`src/rtl/spi_adc_responder_if.sv`:
```
// SPI pin bundle between an initiator and the ADC responder.
// Latency: none, wires only.
// Backpressure: none; SPI has no flow control, the initiator owns SCK/CS.
interface spi_adc_responder_if;
    logic SCK;
    logic CS;
    logic MOSI;
    logic MISO;
    logic miso_oe;

    modport master (output SCK, output CS, output MOSI, input MISO, input miso_oe);
    modport slave  (input SCK, input CS, input MOSI, output MISO, output miso_oe);
endinterface

```
`src/rtl/spi_adc_responder.sv`:
```
// Mode-0 SPI responder returning a loaded ADC sample and capturing the MOSI word.
// Latency: SCK fall at the pin to MISO update is SYNC_STAGES+2 clk cycles.
// Backpressure: none; loads during a frame are held pending until the frame ends.
module spi_adc_responder #(
    parameter int DATA_W      = 12,
    parameter int FRAME_LEN   = 16,
    parameter int SYNC_STAGES = 2
) (
    input  logic                 clk,
    input  logic                 rst_n,
    spi_adc_responder_if.slave   spi,
    input  logic [DATA_W-1:0]    i_data,
    input  logic                 i_load,
    output logic [FRAME_LEN-1:0] rx_data,
    output logic                 rx_valid,
    output logic                 busy,
    output logic                 frame_err
);
    localparam int CNT_W = $clog2(FRAME_LEN + 1);
    localparam logic [CNT_W-1:0] CNT_FULL = CNT_W'(FRAME_LEN);

    typedef enum logic [1:0] {IDLE, ACTIVE, DONE} state_t;

    state_t state, state_nx;

    logic [SYNC_STAGES-1:0] sck_sync, cs_sync, mosi_sync;
    logic                   sck_d, cs_d;
    logic                   sck_s, cs_s, mosi_s;
    logic                   sck_rise, sck_fall, cs_rise, cs_fall;
    logic                   primed, armed, fall_pend, start;

    logic [DATA_W-1:0]      sample_reg, pending_reg;
    logic                   pending;
    logic [CNT_W-1:0]       bit_cnt;
    logic [FRAME_LEN-1:0]   tx_shift, rx_shift;
    logic                   miso_q, oe_q;

    assign sck_s    = sck_sync[SYNC_STAGES-1];
    assign cs_s     = cs_sync[SYNC_STAGES-1];
    assign mosi_s   = mosi_sync[SYNC_STAGES-1];
    assign sck_rise = sck_s & ~sck_d;
    assign sck_fall = ~sck_s & sck_d;
    assign cs_rise  = cs_s & ~cs_d;
    assign cs_fall  = ~cs_s & cs_d;

    // A CS fall is only trusted once CS has been seen high on a real pin sample
    // after reset; a fall seen in DONE is replayed in IDLE while CS stays low.
    assign start = armed & (cs_fall | (fall_pend & ~cs_s));

    assign spi.MISO    = miso_q;
    assign spi.miso_oe = oe_q;
    assign busy        = (state == ACTIVE);

    always_ff @(posedge clk or negedge rst_n) begin
        if (!rst_n) begin
            sck_sync  <= '0;
            cs_sync   <= '1;
            mosi_sync <= '0;
            sck_d     <= 1'b0;
            cs_d      <= 1'b1;
        end else begin
            sck_sync  <= (sck_sync << 1) | SYNC_STAGES'(spi.SCK);
            cs_sync   <= (cs_sync << 1) | SYNC_STAGES'(spi.CS);
            mosi_sync <= (mosi_sync << 1) | SYNC_STAGES'(spi.MOSI);
            sck_d     <= sck_s;
            cs_d      <= cs_s;
        end
    end

    always_ff @(posedge clk or negedge rst_n) begin
        if (!rst_n) begin
            state <= IDLE;
        end else begin
            state <= state_nx;
        end
    end

    always_comb begin
        state_nx = state;
        case (state)
            IDLE:    if (start) state_nx = ACTIVE;
            ACTIVE:  if (cs_rise) state_nx = DONE;
            DONE:    state_nx = IDLE;
            default: state_nx = IDLE;
        endcase
    end

    always_ff @(posedge clk or negedge rst_n) begin
        if (!rst_n) begin
            primed      <= 1'b0;
            armed       <= 1'b0;
            fall_pend   <= 1'b0;
            sample_reg  <= '0;
            pending_reg <= '0;
            pending     <= 1'b0;
            bit_cnt     <= '0;
            tx_shift    <= '0;
            rx_shift    <= '0;
            rx_data     <= '0;
            rx_valid    <= 1'b0;
            frame_err   <= 1'b0;
            miso_q      <= 1'b0;
            oe_q        <= 1'b0;
        end else begin
            rx_valid  <= 1'b0;
            frame_err <= 1'b0;
            primed    <= 1'b1;
            if (primed && cs_sync[0]) armed <= 1'b1;
            fall_pend <= (state == DONE) && cs_fall;

            case (state)
                IDLE: begin
                    miso_q <= 1'b0;
                    if (i_load) sample_reg <= i_data;
                    if (start) begin
                        tx_shift <= FRAME_LEN'(i_load ? i_data : sample_reg);
                        bit_cnt  <= '0;
                        oe_q     <= 1'b1;
                    end
                end
                ACTIVE: begin
                    if (i_load) begin
                        pending_reg <= i_data;
                        pending     <= 1'b1;
                    end
                    if (bit_cnt != CNT_FULL) begin
                        if (sck_rise) begin
                            rx_shift <= (rx_shift << 1) | FRAME_LEN'(mosi_s);
                            bit_cnt  <= bit_cnt + CNT_W'(1);
                        end
                        if (sck_fall) tx_shift <= tx_shift << 1;
                        miso_q <= tx_shift[FRAME_LEN-1];
                    end else begin
                        miso_q <= 1'b0;
                    end
                end
                DONE: begin
                    if (bit_cnt == CNT_FULL) begin
                        rx_data  <= rx_shift;
                        rx_valid <= 1'b1;
                    end else begin
                        frame_err <= 1'b1;
                    end
                    // A load arriving in DONE is newer than anything pending.
                    if (i_load) sample_reg <= i_data;
                    else if (pending) sample_reg <= pending_reg;
                    pending <= 1'b0;
                    oe_q    <= 1'b0;
                    miso_q  <= 1'b0;
                end
                default: ;
            endcase
        end
    end
endmodule

```
`src/flat_wrapper.sv`:
```
// flat-port wrapper written by rule: the top's interface ports become plain ports
module spi_adc_responder_flat 
#(
    parameter int DATA_W      = 12,
    parameter int FRAME_LEN   = 16,
    parameter int SYNC_STAGES = 2
)
  (clk, rst_n, i_data, i_load, rx_data, rx_valid, busy, frame_err, spi_SCK, spi_CS, spi_MOSI, spi_MISO, spi_miso_oe);
  spi_adc_responder_if spi_i ();
  input  logic clk;
  input  logic rst_n;
  input  logic [DATA_W-1:0] i_data;
  input  logic i_load;
  output logic [FRAME_LEN-1:0] rx_data;
  output logic rx_valid;
  output logic busy;
  output logic frame_err;
  input wire logic [$bits(spi_i.SCK)-1:0] spi_SCK;
  input wire logic [$bits(spi_i.CS)-1:0] spi_CS;
  input wire logic [$bits(spi_i.MOSI)-1:0] spi_MOSI;
  output wire logic [$bits(spi_i.MISO)-1:0] spi_MISO;
  output wire logic [$bits(spi_i.miso_oe)-1:0] spi_miso_oe;
  assign spi_i.SCK = spi_SCK;
  assign spi_i.CS = spi_CS;
  assign spi_i.MOSI = spi_MOSI;
  assign spi_MISO = spi_i.MISO;
  assign spi_miso_oe = spi_i.miso_oe;
  spi_adc_responder #(.DATA_W(DATA_W), .FRAME_LEN(FRAME_LEN), .SYNC_STAGES(SYNC_STAGES)) u_core (.clk(clk), .rst_n(rst_n), .spi(spi_i), .i_data(i_data), .i_load(i_load), .rx_data(rx_data), .rx_valid(rx_valid), .busy(busy), .frame_err(frame_err));
endmodule
```
`config.mk`:
```
export PLATFORM = sky130hd
export DESIGN_NAME = spi_adc_responder_flat
export DESIGN_NICKNAME = d
export VERILOG_FILES = /design/src/rtl/spi_adc_responder_if.sv /design/src/rtl/spi_adc_responder.sv /design/src/flat_wrapper.sv
export SDC_FILE = /design/constraint.sdc
export NUM_CORES = 1
export LEC_CHECK = 0
export CORE_AREA = 10 10 118 99
export CTS_CLUSTER_SIZE = 30
export DETAILED_ROUTE_END_ITERATION = 16
export DIE_AREA = 0 0 128 109
export DONT_BUFFER_PORTS = 1
export PLACE_DENSITY = 0.59
export RECOVER_POWER = 100
export SKIP_CTS_REPAIR_TIMING = 1
export SLEW_MARGIN = 20
export SYNTH_ARGS = -nofsm -noshare
export SYNTH_HDL_FRONTEND = slang
export SYNTH_SLANG_ARGS = --single-unit
```
`constraint.sdc`:
```
create_clock -name clk -period 4.35 [get_ports clk]
set_input_delay 0.87 -clock clk [delete_from_list [all_inputs] [get_ports clk]]
set_output_delay 0.87 -clock clk [all_outputs]
set_load 0.02 [all_outputs]
```
# Yosys cells after proc, flatten, opt, wreduce, memory -nomap -nowiden
# Cells that the tools add are included.
# W data, S select, Z words.
[totals] regBits=95 in_bits=18
[op_classes] add_sub_neg=1 n_eq_ne=12 muxes=26 n_bitwise=15 reduce_logical=17
[op_table] cell="$mux W12" n=4
[op_table] cell="$mux W16" n=3
[op_table] cell="$pmux W16 S2" n=1
[op_table] cell="$pmux W12 S2" n=1
[op_table] cell="$or A16 B1 Y16" n=1
[op_table] cell="$mux W5" n=3
[op_table] cell="$ne A2 B1 Y1 const B" n=5
[op_table] cell="$pmux W5 S2" n=1
[op_table] cell="$reduce_and A2 Y1" n=5
[op_table] cell="$reduce_and A4 Y1" n=2
[op_table] cell="$reduce_bool A2 Y1" n=4
[op_table] cell="$mux W1" n=7
[op_table] cell="$and A1 B1 Y1" n=6
[op_table] cell="$or A2 B1 Y2" n=3
[op_table] cell="$pmux W1 S2" n=3
[op_table] cell="$reduce_and A3 Y1" n=2
[op_table] cell="$add A5 B1 Y5 const B" n=1
[op_table] cell="$eq A5 B5 Y1 const B" n=1
[op_table] cell="$ne A5 B5 Y1 const B" n=1
[op_table] cell="$mux W2" n=2
[op_table] cell="$ne A2 B2 Y1 const B" n=2
[op_table] cell="$not A1 Y1" n=4
[op_table] cell="$pmux W2 S2" n=1
[op_table] cell="$ne A3 B2 Y1 const B" n=1
[op_table] cell="other kinds (6)" n=7

# Longest topological paths before layout
# Gate-level depths: netlist of the first run.
[logic_depth] depth_word=6 mapped_depth=8 ltp_nobuf=6

# Worst setup path before layout of the first run
# Ideal clock, no wire load.
[synth_timing] path_type="input-to-reg" from="input port i_load" to="register u_core.tx_shift[10]" t_arrival_ps=1809 setup_slack_ps=2416 cell_stages=5 path_buffers=2 cell_sequence="buf_2 > buf_2 > mux2i_1 > o21ai_0 > mux2_2"
[synth_between] elab_chain_cells=3
[synth_rtl] element="from (decl)" line="flat_wrapper.sv:13" source="input logic i_load;"
[synth_rtl] element="$mux W12" line="spi_adc_responder.sv:116" source="tx_shift <= FRAME_LEN'(i_load ? i_data : sample_reg);"
[synth_rtl] element="$mux W16" line="spi_adc_responder.sv:115" source="if (start) begin"
[synth_rtl] element="$pmux W16 S2" line="spi_adc_responder.sv:111" source="case (state)"
[synth_rtl] element="to (signal assigned)" line="spi_adc_responder.sv:116"
[synth_rtl] element="to (signal assigned)" line="spi_adc_responder.sv:131" source="if (sck_fall) tx_shift <= tx_shift << 1;"
[synth_rtl] element="to (decl)" line="spi_adc_responder.sv:35" source="logic [FRAME_LEN-1:0] tx_shift, rx_shift;"
# Every way passes these cells. The select of a mux whose other input is x is not followed.
# A chain may end at the register's enable or synchronous reset.

# Worst setup path in the final report of the first run
[layout_timing] from="register u_core.bit_cnt[0]" to="register u_core.bit_cnt[2]"
[layout_between] elab_chain_cells=4 elab_cells_between_ends=7 classes_between="add/sub: 1; eq/ne: 2; mux: 3; reduce/logical: 1"
[layout_rtl] element="from (decl)" line="spi_adc_responder.sv:34" source="logic [CNT_W-1:0] bit_cnt;"
[layout_rtl] element="from (signal assigned)" line="spi_adc_responder.sv:129" source="bit_cnt <= bit_cnt + CNT_W'(1);"
[layout_rtl] element="$add A5 B1 Y5" line="spi_adc_responder.sv:129"
[layout_rtl] element="$mux W5" line="spi_adc_responder.sv:127" source="if (sck_rise) begin"
[layout_rtl] element="$mux W5" line="spi_adc_responder.sv:126" source="if (bit_cnt != CNT_FULL) begin"
[layout_rtl] element="$pmux W5 S2" line="spi_adc_responder.sv:111"
# Parallel ways exist; a longest one is shown, timed or not. The select of a mux whose other input is x is not followed.

==> impl_metrics.json, run 1 <==
{
  "slew_violations": 21,
  "dp_hpwl_mm": 4.692,
  "postLayoutCellArea_um2": 4308,
  "worstMarginPinSlew_ns": 1.702,
  "final_cell_mix": "dfrtp_1 (92), nand2_1 (76), mux2_2 (31)",
  "final_common_cell": "dfrtp_1",
  "cts_buffers": 9,
  "die_y_um": 109,
  "dieArea_um2": 13950,
  "relSlewSlack": -0.1377,
  "place.gp.congestion": 0.7734,
  "vias": 2318,
  "ys_warn_count": 0,
  "cts_tree": "done",
  "grtUsageMet1": 0.1358,
  "fin_crit_sh": 0.6751,
  "r2r-start": "u_core.bit_cnt[0]",
  "rrSetupSlack_ns": 1.41,
  "fmax_mhz": 340.5,
  "skew_ns": 0.004954,
  "p_leak_nw": 2.005,
  "r2r_cells": 6,
  "via_per_inst": 5.106,
  "hold_class": "in2async",
  "finalCriticalPeriod_ns": 2.937,
  "routed_wl_mm": 7.244,
  "fp-row-count": 32,
  "grt_pass1_wl_mm": 11.83,
  "clock_path_buffers": 2,
  "area_growth_pct": 5.516,
  "cap_violations": 1,
  "layout-drive-gt1-share": 0.1493,
  "ir_worst_vdd_v": 0.0003239,
  "start_util": 0.4358,
  "synth_seq_cells": 95,
  "reg_top3": "u_core.rx_data (16), u_core.rx_shift (16), u_core.tx_shift (16)",
  "die_w_um": 128,
  "root_buffer": "clkbuf_16",
  "rsz0062_at_grt": "false",
  "critPathArrivalTime_ns": 3.16,
  "n_antenna_cell": 0,
  "clkTransAtPathRegs_ns": 0.06,
  "grtUsageMet2": 0.1560,
  "busiest_layer": "met2",
  "clk_latency_ns": 0.34,
  "ys_seq_area_frac": 0.5832,
  "end_kind": "flop",
  "grt_max_degree": 96,
  "setup_viol": 0,
  "grt_use_total": 0.1078,
  "grt_overflow": 0,
  "cp-start-kind": "flop",
  "first_global_vias": 2260,
  "p_per_area_nw_per_um2": 530.6,
  "placed_area_um2": 4114,
  "crit_required_ns": 4.57,
  "antenna_found_initial": 0,
  "p_total_mw": 2.286,
  "async_flop_share": 1.000,
  "wl_per_cell_um": 15.96,
  "path_max_fanout": 20,
  "grt.met3_usage": 0.04415,
  "status": "complete, but fails checks",
  "portBuffers": 0,
  "syn_inst": 338,
  "htree_levels": 3,
  "avgSynthCellArea_um2": 12.08,
  "numClockSinks": 95,
  "remaining_drc_errors": 0,
  "syn_nets": 358,
  "yosysUniqueCellTypes": 45,
  "drt-initial-drc-count": 120,
  "netlist_area_um2": 4083,
  "crit_type": "reg2reg",
  "drt_pass1_iterations": 4,
  "synth_top_flop_cell": "dfrtp_1",
  "fill_cells": 892,
  "core_area_um2": 9369,
  "hold_violations": 0,
  "r2r_end": "u_core.bit_cnt[2]",
  "drtAntennaViolNets": 0,
  "synth-edff-count": 0,
  "num_io_pins": 39,
  "final.setup.tns_ns": 0,
  "nNetsFinal": 351,
  "violations": "capacitance limit, slew limit"
}
[final cells by class]
cell class              instances  area (um^2)  share of cell area
flip-flops and latches         95         2381              0.5527
multi-input cells             217         1479              0.3433
clock buffers                  12        246.5             0.05722
well taps                     119        148.9             0.03456
inverters                       8        32.53            0.007552
clock inverters                 3        20.02            0.004647
[cell usage after synthesis (all sizes together) (2+ instances only)]
| cell | instances | area share |
|---|---|---|
| nand3 | 4 | 0.0049 |
| mux2i | 26 | 0.064 |
| inv | 8 | 0.0080 |
| a21o | 3 | 0.0055 |
| clkbuf | 3 | 0.0028 |
| nand4b | 2 | 0.0058 |
| buf | 15 | 0.026 |
| a21oi | 5 | 0.0070 |
| nor4b | 2 | 0.0095 |
| or2 | 2 | 0.0031 |
| o21ai | 28 | 0.035 |
| nand2b | 3 | 0.0064 |
| and4bb | 2 | 0.0070 |
| nand2 | 76 | 0.070 |
| nor3 | 2 | 0.0025 |
| nor2 | 6 | 0.0061 |
| dfrtp | 92 | 0.56 |
| ha | 2 | 0.0061 |
| dfstp | 3 | 0.019 |
| a22o | 4 | 0.0086 |
| mux2 | 38 | 0.11 |
| o211ai | 2 | 0.0037 |
[through the flow]
stage | hold slack [ns] | cells | setup WS (ns) | util
floorplan | 0.3312 | 338 | 2.416 | -
global placement | 0.3341 | 439 | 2.053 | 0.4391
detailed placement | 0.3355 | 439 | 1.980 | 0.4391
CTS | 0.2114 | 454 | 1.861 | 0.4675
global route | 0.2016 | 454 | 1.214 | 0.4598
finish | 0.2266 | 454 | 1.413 | 0.4598
[worst max-delay path by stage]
stage                      start             endpoint  slack [ns]  depth (start not counted)
2_1_floorplan             i_load  u_core.tx_shift[10]        2.42                          5
3_3_place_gp   u_core.bit_cnt[0]    u_core.bit_cnt[2]        2.05                          6
3_5_place_dp     u_core.state[1]    u_core.bit_cnt[2]        1.98                          4
4_1_cts          u_core.state[1]                 busy        1.86                          2
5_1_grt        u_core.bit_cnt[0]    u_core.bit_cnt[2]        1.21                          6
6_report       u_core.bit_cnt[0]    u_core.bit_cnt[2]        1.41                          6
[cell families after synthesis]
logic type	count (synthesis)	synth area share
muxes	64	0.1768
other	1	0.0009185
DFF	95	0.5832
adders and majority gates	2	0.006128
buffers and inverters	26	0.03678
AOI/OAI and AO/OA	45	0.06589
and+or+nand+nor	105	0.1303
[where the power goes]
| group | switching, mW | internal [mW] | leakage [nW] |
|---|---|---|---|
| clock network | 0.313 | 0.399 | 0.125 |
| registers | 0.127 | 1.09 | 1.21 |
| logic | 0.176 | 0.184 | 0.667 |
| total | 0.616 | 1.67 | 2.01 |
[per-layer routing]
metal,wire (um),up-vias
li1,-,1136
met1,3423,1141
met2,3269,28
met3,378,13
met4,172,0
met5,0,-
[critical path, cell delays in order, from the launching register on]
cell and delay (ns):
dfrtp_1 0.40, inv_1 0.06, ha_1 0.23, and4bb_1 0.25, nor4b_2 1.38, o22ai_1 0.22, a32o_1 0.28
(Power assumes the default switching activity.)
==> inputs of run 2 (changes only) <==
--- a/config.mk
+++ b/config.mk
@@ -10,7 +10,7 @@
 export DETAILED_ROUTE_END_ITERATION = 16
 export DIE_AREA = 0 0 128 109
 export DONT_BUFFER_PORTS = 1
-export PLACE_DENSITY = 0.59
+export PLACE_DENSITY = 0.61
 export RECOVER_POWER = 100
 export SKIP_CTS_REPAIR_TIMING = 1
 export SLEW_MARGIN = 20
==> constraint.sdc (replaced) <==
create_clock -name clk -period 2.6 [get_ports clk]
set_input_delay 0.52 -clock clk [delete_from_list [all_inputs] [get_ports clk]]
set_output_delay 0.52 -clock clk [all_outputs]
set_load 0.02 [all_outputs]
==> run 2 against run 1 <==
The flow finishes with violations (hold timing). Utilization is 0.77 points higher. Critical path depth shrank 1. Routed wire length up 1.1%. Combinational power rose by 71%. Largest power group unchanged. Critical endpoint is now u_core.bit_cnt[0]. Sequential power rose by 67%. Sequential share of layout area is 0.92 points lower.
==> impl_metrics.json, run 2 (synthesis gave the netlist of run 1 again) <==
{
  "status": "complete, but fails checks",
  "violations": "hold timing",
  "power_switching_mw": 1.086,
  "final_cell_mix": "dfrtp_1 (92), nand2_1 (76), mux2_2 (29)",
  "dp_hpwl_mm": 4.805,
  "grt_overflow": 0,
  "final_common_cell": "dfrtp_1",
  "seqPwrFrac": 0.510,
  "wl_met3_um": 347,
  "die_y_um": 109,
  "grt_pass1_wl_mm": 12.31,
  "finalCriticalPeriod_ns": 2.168,
  "r2r_end": "u_core.bit_cnt[0]",
  "clk_latency_ns": 0.35,
  "fin_hold_ws_ns": -0.1346,
  "r2r_cells": 5,
  "grt_use_total": 0.1119,
  "grt_max_degree": 96,
  "cap_violations": 0,
  "hold_class": "in2async",
  "setup_ws_ns": 0.4315,
  "worstMarginPinSlew_ns": 1.140,
  "fmax_mhz": 461.2,
  "end_kind": "flop",
  "fin_crit_sh": 0.8340,
  "p_leak_nw": 2.044,
  "routed_wl_mm": 7.327,
  "cp-start-kind": "flop",
  "portBuffers": 0,
  "r2r-start": "u_core.state[0]",
  "die_w_um": 128,
  "skew_ns": 0.008010,
  "slew_violations": 0,
  "drt_pass1_iterations": 4,
  "place.gp.congestion": 0.7101,
  "cts_tree": "done",
  "root_buffer": "clkbuf_16",
  "highest_layer": "met4",
  "rrSetupSlack_ns": 0.43,
  "drtAntennaViolNets": 0,
  "dpl_worst_slack_ns": 0.4751,
  "ir_worst_vdd_v": 0.0003663,
  "via_per_inst": 5.122,
  "crit_type": "reg2reg",
  "first_global_vias": 2372,
  "critPathArrivalTime_ns": 2.36,
  "final.setup.tns_ns": 0,
  "core_area_um2": 9369,
  "crit_required_ns": 2.79,
  "num_io_pins": 39,
  "pwr-share-clk": 0.334,
  "layout-drive-gt1-share": 0.1681,
  "setup_viol": 0,
  "wl_per_cell_um": 16.00,
  "relSlewSlack": 0.2398,
  "antenna_found_initial": 0,
  "cts_buffers": 9,
  "fp-row-count": 32,
  "rsz0062_at_grt": "false",
  "hold_violations": 92,
  "nNetsFinal": 355,
  "reg_top3": "u_core.rx_data (16), u_core.rx_shift (16), u_core.tx_shift (16)",
  "combPwrFrac": 0.156,
  "vias": 2346,
  "start_util": 0.4358,
  "area_growth_pct": 7.294,
  "clkTransAtPathRegs_ns": 0.07,
  "clock_path_buffers": 2,
  "wl_met1_mm": 3.442,
  "n_antenna_cell": 0,
  "p_int_mw": 2.877,
  "htree_levels": 3,
  "drt-initial-drc-count": 117,
  "wl_met2_mm": 3.365,
  "p_per_area_nw_per_um2": 904.7,
  "remaining_drc_errors": 0,
  "switching_share": 0.2741,
  "dieArea_um2": 13950,
  "numClockSinks": 95,
  "path_max_fanout": 28
}
run 2: through the flow:
stage,power (mW),cell area [um^2],utilization,instances
floorplan,2.564,4083,-,338
global placement,2.655,4144,0.4423,443
detailed placement,2.701,4144,0.4423,443
CTS,4.028,4441,0.4740,458
global route,4.202,4380,0.4675,458
finish,3.963,4380,0.4675,458
run 2: area by class of cell:
type                            instances  area, um^2
Clock buffer                            9       225.2
Clock inverter                          6       71.32
Fill cell                             890        4989
Inverter                                8       32.53
Multi-Input combinational cell        217        1495
Sequential cell                        95        2381
Tap cell                              119       148.9
Timing Repair Buffer                    4       26.28
run 2: worst max path at each step:
stage	start	to	slack [ns]	cells past startpoint
detailed placement	u_core.state[0]	u_core.pending_reg[5]	0.48	4
global placement	u_core.state[0]	u_core.pending_reg[9]	0.48	4
global route	u_core.state[0]	u_core.bit_cnt[0]	0.17	5
CTS	u_core.state[0]	u_core.pending_reg[5]	0.47	4
floorplan	u_core.bit_cnt[0]	u_core.rx_data[0]	0.89	7
finish	u_core.state[0]	u_core.bit_cnt[0]	0.43	5
run 2: critical path, stage by stage, from the launching register on:
cell and delay (ns):
dfrtp_1 0.48, nand2b_1 0.37, inv_4 0.23, nand4b_2 0.17, clkbuf_1 0.61, mux2i_1 0.15
run 2: power by group through the flow:
stage	Sequential, mW	Clock [mW]	Combinational (mW)
floorplan	1.99	0	0.574
global placement	2.03	0	0.620
detailed placement	2.06	0	0.646
CTS	2.03	1.35	0.645
global route	2.07	1.42	0.714
finish	2.02	1.32	0.616
run 2: metal layers:
metal / GRT usage / vias to the layer above
met5: 0 / -
met4: 0.05778 / 0
met3: 0.04173 / 14
met2: 0.1662 / 30
met1: 0.1404 / 1154
li1: - / 1148
==> inputs of run 3 (changes only) <==
==> constraint.sdc (replaced) <==
create_clock -name clk -period 1.8 [get_ports clk]
set_input_delay 0.36 -clock clk [delete_from_list [all_inputs] [get_ports clk]]
set_output_delay 0.36 -clock clk [all_outputs]
set_load 0.02 [all_outputs]
==> run 3 against run 2 <==
The flow still finishes with violations (hold timing). Largest cell class unchanged. Utilization is 2.7 points higher. Largest power group unchanged. Sequential share of layout area down 2.9 points. Setup slack worse by 0.39 ns.
==> impl_metrics.json, run 3 (synthesis gave the netlist of run 1 again) <==
{
  "seqPwrFrac": 0.497,
  "first_global_vias": 2431,
  "portBuffers": 0,
  "num_io_pins": 39,
  "clk_latency_ns": 0.34,
  "grt_overflow": 0,
  "wl_per_cell_um": 15.79,
  "p_int_mw": 4.312,
  "fp-row-count": 32,
  "drt-initial-drc-count": 163,
  "nNetsFinal": 368,
  "place.gp.congestion": 0.7960,
  "cts_tree": "done",
  "layout-drive-gt1-share": 0.2436,
  "dp_hpwl_mm": 4.907,
  "crit_required_ns": 2.02,
  "final_common_cell": "dfrtp_1",
  "end_kind": "flop",
  "cts_buffers": 9,
  "finalCriticalPeriod_ns": 1.755,
  "via_per_inst": 5.076,
  "dpl_worst_slack_ns": 0.06509,
  "dieArea_um2": 13950,
  "placed_area_um2": 4269,
  "switching_share": 0.2681,
  "rsz0062_at_grt": "true",
  "p_leak_nw": 2.171,
  "htree_levels": 3,
  "critPathMaxStageDelay_ns": 0.38,
  "drtAntennaViolNets": 0,
  "hold_class": "in2async",
  "cpMaxStageDelayCell": "dfrtp_1",
  "cp-start-kind": "flop",
  "area_growth_pct": 13.39,
  "postLayoutCellArea_um2": 4629,
  "skew_ns": 0.006855,
  "fin_crit_sh": 0.9748,
  "path_cells": "inv_2, ha_4, nand4bb_4, nand4b_1, a21oi_4, clkbuf_16, mux2_2",
  "grt_pass1_wl_mm": 12.46,
  "slew_violations": 0,
  "reg_top3": "u_core.rx_data (16), u_core.rx_shift (16), u_core.tx_shift (16)",
  "setup_ws_ns": 0.04539,
  "n_antenna_cell": 0,
  "antenna_found_initial": 0,
  "combPwrFrac": 0.189,
  "remaining_drc_errors": 0,
  "fmax_mhz": 569.9,
  "final_core_util": 0.4941,
  "vias": 2396,
  "pwr-share-clk": 0.314,
  "clock_path_buffers": 2,
  "final.setup.tns_ns": 0,
  "die_y_um": 109,
  "clkTransAtPathRegs_ns": 0.06,
  "path_max_fanout": 5,
  "die_w_um": 128,
  "power_switching_mw": 1.580,
  "r2r-start": "u_core.bit_cnt[1]",
  "p_per_area_nw_per_um2": 1273,
  "critPathArrivalTime_ns": 1.98,
  "cap_violations": 0,
  "hold_violations": 95,
  "setup_viol": 0,
  "crit_type": "reg2reg",
  "instances_no_fill": 472,
  "status": "complete, but fails checks",
  "root_buffer": "clkbuf_16",
  "start_util": 0.4358,
  "place_inst": 453,
  "final_cell_mix": "dfrtp_1 (91), nand2_1 (76), mux2_2 (28)",
  "fin_hold_ws_ns": -0.2834,
  "violations": "hold timing",
  "grt_use_total": 0.1110,
  "drt_pass1_iterations": 4,
  "numClockSinks": 95,
  "grt_max_degree": 96,
  "routed_wl_mm": 7.453,
  "core_area_um2": 9369,
  "crit_start": "u_core.bit_cnt[1]",
  "ir_worst_vdd_v": 0.0008627,
  "fill_cells": 861
}
run 3: through the flow:
step           power (mW)  hold slack [ns]
2_1_floorplan       3.704          0.06441
3_3_place_gp        3.939          0.06795
3_5_place_dp        4.003          0.06770
4_1_cts             5.885          -0.2965
5_1_grt             6.260          -0.3038
6_report            5.892          -0.2834
run 3: layout make-up:
type	count	area (um^2)	area share
Multi-Input combinational cell	217	1578	0.3408
Clock buffer	11	232.7	0.05027
Sequential cell	95	2382	0.5146
Clock inverter	5	57.56	0.01243
Tap cell	119	148.9	0.03216
Inverter	8	35.03	0.007568
Timing Repair Buffer	17	195.2	0.04216
run 3: metal layers:
layer,part of all wire,GRT usage,vias up
met3,0.051,0.04124,10
met1,0.47,0.1443,1176
met2,0.46,0.1662,36
met4,0.012,0.04093,0
met5,0,0,-
li1,-,-,1174
run 3: worst max-delay path, delay by kind of cell, from the launching register on:
kind | cells | cell delay (ns)
and+or+nand+nor | 2 | 0.28
DFF | 1 | 0.38
AOI/OAI and AO/OA | 1 | 0.24
adders and majority gates | 1 | 0.16
buffers and inverters | 2 | 0.25
muxes | 1 | 0.32
run 3: path summary, 6_finish.rpt:
| path | end | slack, ns | cells after the start |
|---|---|---|---|
| worst max-delay path | u_core.tx_shift[9] | 0.05 | 7 |
| max in group asynchronous | u_core.cs_sync[0] | 1.86 | 0 |
| worst max register to register | u_core.tx_shift[9] | 0.05 | 7 |
| worst min-delay path | u_core.rx_data[2] | -0.28 | 0 |
| min in group clk | u_core.cs_sync[0] | 0.02 | 0 |
| worst min register to register | u_core.sck_sync[1] | 0.36 | 0 |
run 3: power groups by stage:
| stage | clock (mW) | combinational, mW | sequential [mW] |
|---|---|---|---|
| finish | 1.85 | 1.11 | 2.93 |
| global route | 2.01 | 1.26 | 2.99 |
| CTS | 1.92 | 1.04 | 2.92 |
| detailed placement | 0 | 1.04 | 2.96 |
| global placement | 0 | 1.00 | 2.94 |
| floorplan | 0 | 0.829 | 2.87 |
